### src/rtl/hazard_controller.sv
// hazard_controller: pipeline interlock for load-use, taken branch and data-memory wait states,
// with a memory-timeout FSM and saturating stall/flush perf counters.
module hazard_controller #(
   parameter int CNT_W       = 32,
   parameter int MEM_TIMEOUT = 16
) (
   input  logic             clk,
   input  logic             reset_n,
   input  logic [4:0]       rs1D,
   input  logic [4:0]       rs2D,
   input  logic [4:0]       rdE,
   input  logic             ResultSrcE0,
   input  logic             PCSrcE,
   input  logic             MemReqM,
   input  logic             MemReadyM,
   input  logic             ClrCounters,
   output logic             StallF,
   output logic             StallD,
   output logic             StallE,
   output logic             StallM,
   output logic             FlushD,
   output logic             FlushE,
   output logic             FlushW,
   output logic             MemErr,
   output logic [CNT_W-1:0] StallCycles,
   output logic [CNT_W-1:0] FlushCount
);
   localparam int WW = $clog2(MEM_TIMEOUT + 1);
   typedef enum logic [1:0] {RUN, MEM_WAIT, ERR} state_t;
   state_t        state;
   logic [WW-1:0] wait_cnt;
   logic          mem_stall, lw_stall, hold, br, ld;
   always_comb begin
      mem_stall = MemReqM & ~MemReadyM;
      lw_stall  = ResultSrcE0 & (rdE != 5'd0) & ((rdE == rs1D) | (rdE == rs2D));
      // reset_n gates every term so all stall/flush outputs read 0 while in reset
      hold      = reset_n & (mem_stall | (state == ERR));
      br        = reset_n & ~hold & PCSrcE;
      ld        = reset_n & ~hold & ~PCSrcE & lw_stall;
   end
   assign StallF = hold | ld;
   assign StallD = hold | ld;
   assign StallE = hold;
   assign StallM = hold;
   assign FlushD = br;
   assign FlushE = br | ld;
   assign FlushW = hold;
   always_ff @(posedge clk or negedge reset_n) begin
      if (!reset_n) begin
         state    <= RUN;
         wait_cnt <= '0;
         MemErr   <= 1'b0;
      end else begin
         case (state)
            RUN: if (mem_stall) begin
               state    <= MEM_WAIT;
               wait_cnt <= WW'(1);
            end
            MEM_WAIT: if (MemReadyM || !MemReqM) begin
               state    <= RUN;
               wait_cnt <= '0;
            end else if (wait_cnt == WW'(MEM_TIMEOUT)) begin
               state  <= ERR;
               MemErr <= 1'b1;
            end else begin
               wait_cnt <= wait_cnt + WW'(1);
            end
            ERR: MemErr <= 1'b1;
            default: state <= RUN;
         endcase
      end
   end
   always_ff @(posedge clk or negedge reset_n) begin
      if (!reset_n) begin
         StallCycles <= '0;
         FlushCount  <= '0;
      end else if (ClrCounters) begin
         StallCycles <= '0;
         FlushCount  <= '0;
      end else begin
         if ((StallF | StallD | StallE | StallM) && !(&StallCycles)) StallCycles <= StallCycles + CNT_W'(1);
         if (br && !(&FlushCount)) FlushCount <= FlushCount + CNT_W'(1);
      end
   end
endmodule

### config.mk
export PLATFORM = sky130hd
export DESIGN_NAME = hazard_controller
export DESIGN_NICKNAME = d
export VERILOG_FILES = /design/src/rtl/hazard_controller.sv
export SDC_FILE = /design/constraint.sdc
export NUM_CORES = 1
export LEC_CHECK = 0
export CAP_MARGIN = 40
export CORE_MARGIN = 2
export CORE_UTILIZATION = 30
export CTS_CLUSTER_DIAMETER = 120
export CTS_CLUSTER_SIZE = 16
export DETAILED_ROUTE_END_ITERATION = 6
export GPL_ROUTABILITY_DRIVEN = 0
export PLACE_DENSITY = 0.53
export SLEW_MARGIN = 10
export SYNTH_ARGS = -nofsm -noshare
export SYNTH_HDL_FRONTEND = slang
export SYNTH_SLANG_ARGS = --single-unit
export TNS_END_PERCENT = 1
### constraint.sdc
create_clock -name clk -period 3.13 [get_ports clk]
set_clock_uncertainty 0.05 [all_clocks]
set_input_delay 0.626 -clock clk [delete_from_list [all_inputs] [get_ports clk]]
set_output_delay 0.626 -clock clk [all_outputs]
set_load 0.01 [all_outputs]
==> metrics, run 1 <==
status finished clean; asr flop ratio synth 100.0%; Placed Cells 737; pwr dens ~390 nW/um^2; worst path cell trace clkdlybuf4s50_1, or4_1, nor2_2, nor2_1, buf_4, nand2_1, nand2_1, dlygate4sd2_1; Hold Slack 0.07092 ns; GRT overflow 0; fin util 42.68%; # DRC 0; Critical Path Slowest Stage Cell or4_1; Buf+Inv Stages, Crit Path 3; die span in x 121.1 um; Detailed Route Iter0 Violations 201; Worst R2R End StallCycles[31]; endpoints failing setup 0; prevailing post-synth register cell dfrtp_1; Area contributors post-synth dfrtp_1 44%, xnor2_1 4.9%, nor2_1 4.7%; fin crit period 2.996 ns; htree depth 3; sequential element share of the synthesized area between 40% and 50%; VDD IR max between 0.2 and 0.3 mV; Crit Path Max Fanout 2; Reg2Reg Depth 9; syn nets 493; CTS sink count 72; Die Y 121.1 um; Avg WL per Cell between 10 and 15 um; PortBufs 93; max-cap violations 0; CP max stage delay 0.55 ns; worst r2r src state[0]; Antenna Nets Post-Route 0; initial core utilization 30.92%; final hold vios 0; # diodes 0; Highest Clock Rate 0.3338 GHz; Worst setup EP type primary output; largest net degree at the start of global routing 50; final non-filler cell total roughly 750; HPWL Detailed just under 8 mm; Worst Setup SP rdE[1]; Worst-path clk slew 0.06 ns; total CTS buffers 9; # nets final about 600; Arr. time, crit path between 2 and 2.5 ns; synth warn 0; Seq cells post-synth 72; number of synthesized flops with an enable pin 0; CP required 2.45 ns; clock root buffer clkbuf_16; Most common cell on crit path nand2_1; hold crit path type in -> async; synth unique cells 43; Yosys top cell area share 43.82%; Core Rows 42; area leader, netlist dfrtp_1; Mapped Cells between 400 and 500; Mapped Area 4111 um^2; layout cells sized above 1 9.359%; Setup CP Type in -> out; Vias 3834; drt first pass iters 6; GRT Resource Usage Total roughly 16%; CTS tree done; Syn Area/Cell 8.861 um^2; Multi-input gate area 2172 um^2; Slew headroom 42.98%; most common cell in the netlist dfrtp_1; max-slew violations 0; core area 13300 um^2; Final Cycle Share 95.71%; Reg area 1802 um^2; crit path launch type input port; CP Depth 8; Post-Route WL 10.92 mm; area delta synth->final 38.01%; first-pass GRT wire length 18.37 mm; io pins 94; number of hold buffers added after CTS 0; fill count 1295; Reg2Reg Setup Slack 0.61 ns; die area 14660 um^2; clock tree buffer depth 2; via/cell ratio 5.092; Commonest cells post-synth 72 x dfrtp_1, 52 x nor2_1, 38 x nand2_1; RSZ-0062 raised after global routing no; Slew @ Worst Pin 0.8553 ns; worst-skew pair later-pin latency approximately 0.33 ns; initial antenna violation count 0; vias in the first global route 3675; CP delay by family, top simple AND/OR/NAND/NOR gates; Pleak ~2.1 nW
-- worst max path at each step --
stage                         to  slack, ns
final                     FlushE       0.13
after global placement    StallF      -0.18
after floorplan           StallF       0.52
after global routing      StallD      0.006
after detailed placement  StallD      -0.18
after CTS                 StallD        0.1
-- registers in the layout, indices dropped and copies added (netlist names) --
| register | flops |
|---|---|
| wait_cnt | 5 |
| MemErr | 1 |
| StallCycles | 32 |
| FlushCount | 32 |
| state | 2 |
-- cell families (layout without fill, tap and decap cells) --
logic type / after synthesis / after routing / synth area share, %
DFF: 72 / 72 / 43.82
muxes: 6 / 6 / 1.582
AOI/OAI and AO/OA: 88 / 88 / 12.17
xor gates and xnor gates: 37 / 37 / 7.882
and+or+nand+nor: 221 / 221 / 28.91
adders and majority gates: 7 / 7 / 2.130
buffers and inverters: 33 / 146 / 3.500
-- layout by cell type, fill, tap and decap left out, types with 9 or more instances in the layout --
| cell type | netlist | final |
|---|---|---|
| o21ai_0 | 30 | 30 |
| xor2_1 | 14 | 14 |
| nand3_1 | 28 | 28 |
| buf_4 | 4 | 22 |
| a21oi_1 | 34 | 33 |
| nand4_1 | 20 | 20 |
| nand2_1 | 38 | 38 |
| xnor2_1 | 23 | 23 |
| nor3_1 | 13 | 13 |
| dfrtp_1 | 72 | 72 |
| inv_1 | 13 | 13 |
| or3_1 | 20 | 20 |
| nor2_1 | 52 | 51 |
| clkdlybuf4s50_1 | 0 | 88 |
| clkbuf_16 | 0 | 9 |
-- repair_timing --
item,CTS,global route
pin swaps,0,1
setup endpoints to repair,3,3
buffers inserted,0,0
resized for setup,4,1
-- metrics by stage --
stage	cell area [um^2]	setup slack (ns)	power [mW]	TNS, ns
6_report	5674	0.1344	2.201	0
3_5_place_dp	5385	-0.1838	1.234	-0.4393
5_1_grt	5674	0.006416	2.313	0
3_3_place_gp	5358	-0.1751	1.226	-0.4147
4_1_cts	5672	0.09721	2.236	0
2_1_floorplan	4111	0.5194	1.109	0
-- worst register-to-register path, stage by stage, from the launching register on --
cell,delay (ns)
dfrtp_1,0.37
inv_1,0.08
ha_1,0.27
nand4b_1,0.23
o21ai_0,0.19
buf_4,0.15
nand3_1,0.09
buf_4,0.21
or4b_2,0.61
a21oi_1,0.17
-- final cells by class --
class                   count  share of cell area, %
clock inverters             2                 0.2205
well taps                 176                  3.881
inverters                  13                 0.8600
repair buffers            117                  20.18
flip-flops and latches     72                  31.75
multi-input cells         359                  38.28
clock buffers              14                  4.829
-- layer usage --
metal | global-route usage (%) | up-vias | routed length, um
met5 | 0 | - | 0
li1 | - | 1906 | -
met2 | 24.72 | 83 | 4979
met3 | 3.947 | 14 | 547
met4 | 5.451 | 0 | 222
met1 | 20.66 | 1831 | 5168
-- power by group --
| group | total, mW | internal, mW | switching (mW) |
|---|---|---|---|
| Clock | 0.986 | 0.601 | 0.385 |
| Combinational | 0.249 | 0.109 | 0.140 |
| Sequential | 0.965 | 0.948 | 0.0175 |
(Power assumes the default switching activity.)
==> run 2, diff against run 1 <==
--- a/config.mk
+++ b/config.mk
@@ -6,7 +6,6 @@
 export NUM_CORES = 1
 export LEC_CHECK = 0
 export CAP_MARGIN = 40
-export CORE_MARGIN = 2
 export CORE_UTILIZATION = 30
 export CTS_CLUSTER_DIAMETER = 120
 export CTS_CLUSTER_SIZE = 16
==> run 2 against run 1 <==
Die area down 3.3%. Final cell count up 0.53%. Combinational power is essentially flat. Fmax decreased by 1.0%. Flip-flop and latch count stayed put. Cell area decreased by 0.11%. Largest power group unchanged. Highest routed layer unchanged.
==> metrics, run 2 (same netlist as run 1, synthesis figures left out) <==
htree depth 3 (unchanged); Setup CP Type in -> out (unchanged); Crit Path Max Fanout 2 (unchanged); Highest Clock Rate 0.3305 GHz (was 0.3338 GHz); area delta synth->final 37.86% (was 38.01%); hold crit path type in -> async (unchanged); endpoints failing setup 0 (unchanged); CTS sink count 72 (unchanged); Worst-path clk slew 0.06 ns (about the same); Die Y 119.1 um (was 121.1 um); Reg area 1802 um^2 (unchanged); vias in the first global route 3801 (was 3675); Avg WL per Cell 14.45 um (was 14.50 um); first-pass GRT wire length 18.60 mm (was 18.37 mm); Slew @ Worst Pin 0.6570 ns (was 0.8553 ns); total CTS buffers 9 (unchanged); clock tree buffer depth 2 (unchanged); PortBufs 93 (unchanged); HPWL Detailed 8.033 mm (was 7.880 mm); Final Cycle Share 96.68% (was 95.71%); worst-skew pair later-pin latency 0.34 ns (was 0.33 ns); Worst R2R End StallCycles[22] (was StallCycles[31]); die span in x 119.1 um (was 121.1 um); # nets final 605 (was 601); # DRC 0 (unchanged); VDD IR max 0.2070 mV (was 0.2991 mV); fin crit period 3.026 ns (was 2.996 ns); setup TNS 0 ns (unchanged); Reg2Reg Setup Slack 0.61 ns (about the same); Reg2Reg Depth 6 (was 9); number of hold buffers added after CTS 0 (unchanged); initial antenna violation count 0 (unchanged); Slew headroom 56.20% (was 42.98%); final hold vios 0 (unchanged); Arr. time, crit path 2.35 ns (was 2.32 ns); status finished clean (unchanged); # diodes 0 (unchanged); RSZ-0062 raised after global routing no (unchanged); CP required 2.45 ns (about the same); Detailed Route Iter0 Violations 136 (was 201); crit path launch type input port (unchanged); clock root buffer clkbuf_16 (unchanged); largest net degree at the start of global routing 38 (was 50); Multi-input gate area 2172 um^2 (unchanged); most common cell after layout, fill and taps aside clkdlybuf4s50_1 (unchanged); max-cap violations 0 (unchanged); GRT overflow 0 (unchanged); layout cells sized above 1 10.33% (was 9.359%); initial core utilization 30.92% (unchanged); fill count 1334 (was 1295); via/cell ratio 5.069 (was 5.092); GRT Resource Usage Total 16.31% (was 15.60%); die area 14180 um^2 (was 14660 um^2); Vias 3837 (was 3834); commonest non-fill, non-tap cells in the layout 87 x clkdlybuf4s50_1, 72 x dfrtp_1, 51 x nor2_1 (was 88 x clkdlybuf4s50_1, 72 x dfrtp_1, 51 x nor2_1); Core Rows 42 (unchanged); core area 13300 um^2 (unchanged); drt first pass iters 4 (was 6); pre-CTS WS -0.1860 ns (was -0.1838 ns); Top Registers FlushCount x32, StallCycles x32, wait_cnt x5 (unchanged); max-slew violations 0 (unchanged); pwr dens 385.5 nW/um^2 (was 387.8 nW/um^2); CTS tree done (unchanged); setup ws final 0.1039 ns (was 0.1344 ns); Pleak 2.156 nW (was 2.146 nW); Post-Route WL 10.94 mm (was 10.92 mm); Worst setup EP type primary output (unchanged); Antenna Nets Post-Route 0 (unchanged); worst r2r src StallCycles[0] (was state[0]); io pins 94 (unchanged)
-- run 2: stage by stage --
step / instances / total power, mW / cell area (um^2) / hold slack [ns] / utilization (%)
2_1_floorplan: 464 / 1.109 / 4111 / 0.2804 / -
3_3_place_gp: 740 / 1.229 / 5375 / 0.3994 / 40.43
3_5_place_dp: 740 / 1.232 / 5375 / 0.4055 / 40.43
4_1_cts: 756 / 2.225 / 5658 / 0.3300 / 42.56
5_1_grt: 757 / 2.290 / 5668 / 0.3668 / 42.63
6_report: 757 / 2.185 / 5668 / 0.3197 / 42.63
-- run 2: worst max-delay path by stage --
stage	startpoint	to	slack, ns	cells past startpoint
after global routing	rdE[1]	StallD	0.004	7
after detailed placement	rdE[3]	StallF	-0.19	7
after floorplan	rdE[1]	StallF	0.52	6
after global placement	rdE[3]	StallF	-0.16	7
after CTS	MemReadyM	FlushD	0.11	6
final	rdE[1]	FlushE	0.10	8
-- run 2: report_power, final --
group / internal [mW] / switching [mW] / total (mW) / leakage [nW]
logic: 0.107 / 0.139 / 0.246 / 1.02
clock network: 0.576 / 0.398 / 0.974 / 0.141
registers: 0.948 / 0.0170 / 0.965 / 0.995
total: 1.63 / 0.553 / 2.19 / 2.16
-- run 2: repair_timing --
item,CTS,global route
gates resized for setup,5,1
setup buffers,0,1
cloned,0,0
endpoints found under the setup margin,3,2
hold endpoints to repair,0,0
pin swaps,1,1
-- run 2: layer usage --
| metal | global-route usage [%] | routed length (um) | share of wire, % | vias to the layer above |
|---|---|---|---|---|
| li1 | - | - | - | 1909 |
| met1 | 20.42 | 5036 | 46 | 1832 |
| met2 | 27.29 | 5280 | 48 | 84 |
| met3 | 3.544 | 495 | 4.5 | 12 |
| met4 | 6.250 | 130 | 1.2 | 0 |
| met5 | 0 | 0 | 0 | - |
-- run 2: critical path, cell delays in order --
cell	delay, ns
clkdlybuf4s50_1	0.44
or4_1	0.54
nor2_2	0.11
nor2_1	0.08
buf_4	0.13
nand2_1	0.08
nand2_1	0.06
dlygate4sd2_1	0.29
-- run 2: area by class of cell --
| class | count | share of cell area, % |
|---|---|---|
| inverters | 13 | 0.8609 |
| multi-input cells | 359 | 38.32 |
| clock buffers | 11 | 4.459 |
| flip-flops and latches | 72 | 31.79 |
| well taps | 176 | 3.885 |
| clock inverters | 5 | 0.5519 |
| repair buffers | 121 | 20.13 |
